$ cat src/rtl/ccff_chain_loader_pkg.sv
// Shared FSM encoding and CRC constants for the configuration-chain loader.
package ccff_chain_loader_pkg;

  typedef enum logic [2:0] {
    ST_IDLE  = 3'd0,
    ST_LOAD  = 3'd1,
    ST_SHIFT = 3'd2,
    ST_CHECK = 3'd3,
    ST_DONE  = 3'd4
  } state_e;

  localparam logic [7:0] CRC8_POLY = 8'h07;

endpackage

$ cat src/rtl/ccff_chain_loader_crc8.sv
// Serial bit-in CRC-8 (init 0x00), one bit per enabled clock, synchronous clear.
module ccff_crc8
  import ccff_chain_loader_pkg::*;
(
  input  logic       clk,
  input  logic       rst_n,
  input  logic       clr_i,
  input  logic       en_i,
  input  logic       bit_i,
  output logic [7:0] crc_o
);

  logic [7:0] crc_q;
  logic       fb;

  assign fb    = crc_q[7] ^ bit_i;
  assign crc_o = crc_q;

  always_ff @(posedge clk or negedge rst_n) begin
    if (!rst_n)     crc_q <= 8'h00;
    else if (clr_i) crc_q <= 8'h00;
    else if (en_i)  crc_q <= {crc_q[6:0], 1'b0} ^ (fb ? CRC8_POLY : 8'h00);
  end

endmodule

$ cat src/rtl/ccff_chain_loader.sv
// Serialises bitstream words MSB-first onto a ccff chain for exactly CHAIN_LEN bits.
// Optional CRC-8 trailer check is built when CCFF_CRC_EN is defined.
module ccff_chain_loader
  import ccff_chain_loader_pkg::*;
#(
  parameter int WORD_W    = 8,
  parameter int CHAIN_LEN = 4,
  parameter int CNT_W     = 16
) (
  input  logic              prog_clk,
  input  logic              pReset_n,
  input  logic              start,
  input  logic [WORD_W-1:0] word_in,
  input  logic              word_valid,
  output logic              word_ready,
  output logic              ccff_head,
  output logic              prog_clk_en,
  input  logic              ccff_tail,
  output logic              busy,
  output logic              done,
  output logic              err
);

  localparam int              BL_W = $clog2(WORD_W + 1);
  localparam logic [CNT_W-1:0] LAST = CNT_W'(CHAIN_LEN);

  state_e            state_q;
  logic [WORD_W-1:0] word_q;
  logic [BL_W-1:0]   bits_left_q;
  logic [CNT_W-1:0]  bit_cnt_q;
  logic              word_ready_q, ccff_head_q, prog_clk_en_q, busy_q, done_q, err_q;

  logic accept, emit_bit;

  assign accept   = word_valid && word_ready_q;
  // Bit launched onto the chain at the coming edge: fresh word MSB or next held bit.
  assign emit_bit = (state_q == ST_LOAD) ? word_in[WORD_W-1] : word_q[WORD_W-1];

  assign word_ready  = word_ready_q;
  assign ccff_head   = ccff_head_q;
  assign prog_clk_en = prog_clk_en_q;
  assign busy        = busy_q;
  assign done        = done_q;
  assign err         = err_q;

`ifdef CCFF_CRC_EN
  logic       start_acc, emit;
  logic [7:0] crc_head, crc_tail;
  logic [7:0] unused_crc_tail;

  assign start_acc = start && (state_q == ST_IDLE || state_q == ST_DONE);
  assign emit      = (state_q == ST_LOAD && accept) ||
                     (state_q == ST_SHIFT && bit_cnt_q != LAST && bits_left_q != '0);

  ccff_crc8 u_crc_head (
    .clk(prog_clk), .rst_n(pReset_n), .clr_i(start_acc),
    .en_i(emit), .bit_i(emit_bit), .crc_o(crc_head)
  );

  // Tail readback CRC reflects the chain's previous contents; debug visibility only.
  ccff_crc8 u_crc_tail (
    .clk(prog_clk), .rst_n(pReset_n), .clr_i(start_acc),
    .en_i(prog_clk_en_q), .bit_i(ccff_tail), .crc_o(crc_tail)
  );
  assign unused_crc_tail = crc_tail;
`else
  logic unused_tail;
  assign unused_tail = ccff_tail;
`endif

  always_ff @(posedge prog_clk or negedge pReset_n) begin
    if (!pReset_n) begin
      state_q       <= ST_IDLE;
      word_q        <= '0;
      bits_left_q   <= '0;
      bit_cnt_q     <= '0;
      word_ready_q  <= 1'b0;
      ccff_head_q   <= 1'b0;
      prog_clk_en_q <= 1'b0;
      busy_q        <= 1'b0;
      done_q        <= 1'b0;
      err_q         <= 1'b0;
    end else begin
      case (state_q)
        ST_IDLE, ST_DONE: begin
          if (start) begin
            state_q      <= ST_LOAD;
            word_ready_q <= 1'b1;
            busy_q       <= 1'b1;
            done_q       <= 1'b0;
            err_q        <= 1'b0;
            bit_cnt_q    <= '0;
          end
        end
        ST_LOAD: begin
          // Accept edge also launches the first bit so a word costs WORD_W+1 cycles.
          if (accept) begin
            state_q       <= ST_SHIFT;
            word_ready_q  <= 1'b0;
            word_q        <= word_in << 1;
            bits_left_q   <= BL_W'(WORD_W - 1);
            bit_cnt_q     <= bit_cnt_q + CNT_W'(1);
            ccff_head_q   <= emit_bit;
            prog_clk_en_q <= 1'b1;
          end
        end
        ST_SHIFT: begin
          if (bit_cnt_q == LAST) begin
            prog_clk_en_q <= 1'b0;
`ifdef CCFF_CRC_EN
            state_q       <= ST_CHECK;
            word_ready_q  <= 1'b1;
`else
            state_q       <= ST_DONE;
            busy_q        <= 1'b0;
            done_q        <= 1'b1;
`endif
          end else if (bits_left_q == '0) begin
            prog_clk_en_q <= 1'b0;
            state_q       <= ST_LOAD;
            word_ready_q  <= 1'b1;
          end else begin
            ccff_head_q   <= emit_bit;
            word_q        <= word_q << 1;
            bits_left_q   <= bits_left_q - BL_W'(1);
            bit_cnt_q     <= bit_cnt_q + CNT_W'(1);
          end
        end
`ifdef CCFF_CRC_EN
        ST_CHECK: begin
          if (accept) begin
            state_q      <= ST_DONE;
            word_ready_q <= 1'b0;
            err_q        <= (word_in[7:0] != crc_head);
            busy_q       <= 1'b0;
            done_q       <= 1'b1;
          end
        end
`endif
        default: state_q <= ST_IDLE;
      endcase
    end
  end

endmodule

$ cat config.mk
export PLATFORM = sky130hd
export DESIGN_NAME = ccff_chain_loader
export DESIGN_NICKNAME = d
export VERILOG_FILES = /design/src/rtl/ccff_chain_loader_pkg.sv /design/src/rtl/ccff_chain_loader_crc8.sv /design/src/rtl/ccff_chain_loader.sv
export SDC_FILE = /design/constraint.sdc
export NUM_CORES = 1
export LEC_CHECK = 0
export CORE_UTILIZATION = 45
export DETAILED_ROUTE_END_ITERATION = 10
export MAX_ROUTING_LAYER = met4
export PLACE_DENSITY = 0.7
export RECOVER_POWER = 100
export SLEW_MARGIN = 20
export SYNTH_ARGS = -nofsm -noshare
export SYNTH_HDL_FRONTEND = slang
export SYNTH_HIERARCHICAL = 1
export SYNTH_SLANG_ARGS = --single-unit
$ cat constraint.sdc
create_clock -name prog_clk -period 2.1 [get_ports prog_clk]
set_input_delay 0.42 -clock prog_clk [delete_from_list [all_inputs] [get_ports prog_clk]]
set_output_delay 0.42 -clock prog_clk [all_outputs]
set_load 0.01 [all_outputs]
==> reports/qor.csv, run 1 <==
stage,metric,value,unit
timing,Worst Tran Pin Value,0.890,ns
power_and_ir_drop,Leak,1.06,nW
timing,final setup violating endpoints,0,
timing,Final Max Slew Viols,0,
worst_setup_path,r2r worst-path depth,8,
yosys,asr flop ratio synth,1.00,
clock_tree,CTS tree,done,
floorplan,Horiz. Die Dim,68.2,microns
final_layout,area grow syn2layout,23.3,%
clock_tree,Sink Count,35,
hold_path,HP Class,input port to asynchronous set/reset pin,
power_and_ir_drop,Worst IR Drop VDD,0.649,mV
yosys,Post-Synthesis Net Count,228,
yosys,syn avg cell area,9.29,sq um
worst_setup_path,critical-path cell list,inv_2 -> ha_2 -> nor4b_4 -> nand4_1 -> a21oi_4 -> buf_4 -> nor3_1 -> a221o_1,
grt,GR Overflow Total,0,
route,vias,1739,
grt,initial antenna violation count,0,
timing,post-route worst setup slack,0.136,ns
power_and_ir_drop,sw power,1.05,mW
clock_tree,# hold bufs at CTS,0,
yosys,"Cell Area, Synth",0.00197,sq mm
yosys,Synth Register Bits,35,
final_layout,fillers,362,
placed_design,Area after DPL,0.00231,sq mm
yosys,Synth area leader,dfrtp_1,
yosys,"EDFF count, synth",0,
floorplan,Die Y,68.2,microns
route,DRT Pass-1 Iters,4,
worst_setup_path,worst path arrival time,2.14,ns
worst_setup_path,crit end category,register,
yosys,top post-synthesis cells by area,"dfrtp_1 44%, o31ai_1 6.5%, nand2_1 4.0%",
clock_tree,Max clock buf depth,2,
route,DRC viols,0,
final_layout,share of post-route cells with drive strength above 1,0.185,
power_and_ir_drop,Pwr per Cell Area,1100,mW/mm^2
floorplan,I/O pin total,19,
route,final WL,4590,microns
timing,final hold vios,0,
route,Initial DRC Count,132,
placed_design,dpl cells,289,
floorplan,row count,23,
placed_design,number of buffers added on ports,16,
grt,first-pass GRT wire length,7660,microns
timing,Clock Skew,0.00870,ns
yosys,Most used DFF post-synth,dfrtp_1,
yosys,Yosys Warn Count,6,
worst_setup_path,startpoint types,register,
final_layout,Final Cell Area,0.00243,sq mm
status,status,completed,
timing,crit share post-route,0.935,
placed_design,global placer's final weighted congestion,0.868,
worst_setup_path,Crit Path Max Fanout,7,
yosys,sequential area share after synthesis,0.445,
job,MaxCap Viol Count,0,
clock_tree,"CTS clk-pin slew, worst paths",0.08,ns
timing,Slew HR,0.407,
floorplan,Starting Density,0.482,
worst_setup_path,crit path max-delay cell type,dfrtp_1,
yosys,top-count cell post-synth,dfrtp_1,
timing,min Tclk post-route,1.96,ns
yosys,Syn Inst Count,212,
worst_setup_path,CP Data Required Time,2.28,ns
yosys,number of distinct library cells after synthesis,45,
power_and_ir_drop,clock share of power,0.190,
placed_design,pre-CTS WS,-0.0283,ns
clock_tree,H-tree depth,2,
worst_setup_path,Setup CP Type,register to register,
yosys,Synth top cells by count,"35 x dfrtp_1, 21 x nand2_1, 18 x nor2_1",
floorplan,full die area,0.00465,sq mm
route,Detail Route Antenna Nets,0,
timing,Setup TNS,0,ns
route,wire length per cell,15.3,microns
timing,unrepaired setup endpoints after global routing,false,
final_layout,Inserted Diodes,0,
final_layout,final cell count without fillers,299,
clock_tree,"Clk Latency, worst-skew pair",0.29,ns
clock_tree,total CTS buffers,5,
route,vias per cell,5.82,
worst_setup_path,biggest cell delay along the critical path,0.42,ns
clock_tree,root buffer cell,clkbuf_8,
placed_design,HPWL Detailed,3230,microns
timing,fmax,0.509,GHz
power_and_ir_drop,Switching Share,0.391,
yosys,top-area cell type share of the netlist area,0.445,
grt,vias in the first global route,1618,
grt,largest net degree at the start of global routing,36,
final_layout,fin nets,264,
floorplan,Core Area,0.00409,sq mm
grt,global-route usage over all layers,0.231,
power_and_ir_drop,Logic pwr share,0.444,
power_and_ir_drop,Int Pwr,1.63,mW
power_and_ir_drop,Flop pwr share,0.365,
layout by cell type (no fill, tap or decap), drive strengths merged, types with 5 or more instances in the layout:
cell / instances
nand4: 5
nand3: 9
dlygate4sd3: 5
clkbuf: 10
o21ai: 11
nor2: 19
dfrtp: 35
mux2i: 7
o31ai: 17
inv: 6
clkdlybuf4s50: 10
nor3: 6
a21oi: 12
nand2: 21
buf: 24
metal layers:
layer | track usage | vias to the layer above | part of all wire
met3 | 0.0533 | 4 | 0.042
met5 | - | - | 0
met2 | 0.342 | 41 | 0.47
met1 | 0.310 | 847 | 0.48
li1 | - | 847 | -
met4 | 0.0781 | 0 | 0.0083
power groups by stage:
stage	sequential [mW]	clock, mW	combinational (mW)
global placement	0.985	0	1.13
floorplan	0.979	0	0.751
CTS	0.979	0.522	1.17
global route	0.999	0.550	1.33
finish	0.978	0.510	1.19
detailed placement	0.990	0	1.16
final cells by class:
type	count	area [sq um]	share of cell area
clock inverter	3	25.0	0.0103
multi-input combinational	156	1000	0.412
tap	50	62.6	0.0258
sequential	35	876	0.361
inverter	6	22.5	0.00928
timing repair buffer	44	373	0.154
clock buffer	5	68.8	0.0284
state kept, by name (all words and copies together), names as in the netlist:
signal	flops
bit_cnt_q	16
word_q	7
bits_left_q	4
state_q	3
busy	1
ccff_head	1
done	1
prog_clk_en	1
word_ready	1
critical path: cells and delay by family (launching register included):
kind / cells / cell delay (ns)
buffers and inverters: 2 / 0.26
AND/OR/NAND/NOR: 3 / 0.53
AO/OA/AOI/OAI: 2 / 0.45
flip-flops: 1 / 0.42
adder cells (fa/ha/maj): 1 / 0.19
path summary, 6_finish.rpt:
check                             start       endpoint  slack [ns]
max                        bit_cnt_q[0]  bit_cnt_q[12]        0.14
min                            pReset_n     word_ready        0.24
max reg2reg                bit_cnt_q[0]  bit_cnt_q[12]        0.14
min reg2reg                   ccff_head      ccff_head        0.49
max in group asynchronous      pReset_n   bit_cnt_q[1]        1.31
min in group prog_clk         ccff_head      ccff_head        0.49
cell families after synthesis:
kind of cell    Yosys count  synth area share
xor+xnor                  2           0.00890
other cells               1           0.00190
flops                    35             0.445
mux                       7            0.0356
compound gates           57             0.199
buf+inv                  21            0.0534
fa+ha+maj                 3            0.0191
simple gates             86             0.238
what timing repair did:
action                                  in CTS  in global routing
buffers inserted                             0                  2
endpoints found under the setup margin       0                 27
resized for setup                            0                  3
stage by stage:
| stage | hold slack (ns) | util | total power [mW] |
|---|---|---|---|
| finish | 0.240 | 0.594 | 2.68 |
| detailed placement | 0.469 | 0.566 | 2.15 |
| floorplan | 0.124 | - | 1.73 |
| global route | 0.292 | 0.594 | 2.88 |
| CTS | 0.236 | 0.589 | 2.67 |
| global placement | 0.461 | 0.566 | 2.11 |
No activity file was read; power rests on OpenSTA's default activity.
==> run 2, diff against run 1 <==
CAP_MARGIN = 15   (was not set)
CTS_BUF_LIST = sky130_fd_sc_hd__clkbuf_4 sky130_fd_sc_hd__clkbuf_8   (was not set)
==> results of run 2 <==
The final DEF is identical to that of run 1; final timing and power are the same.
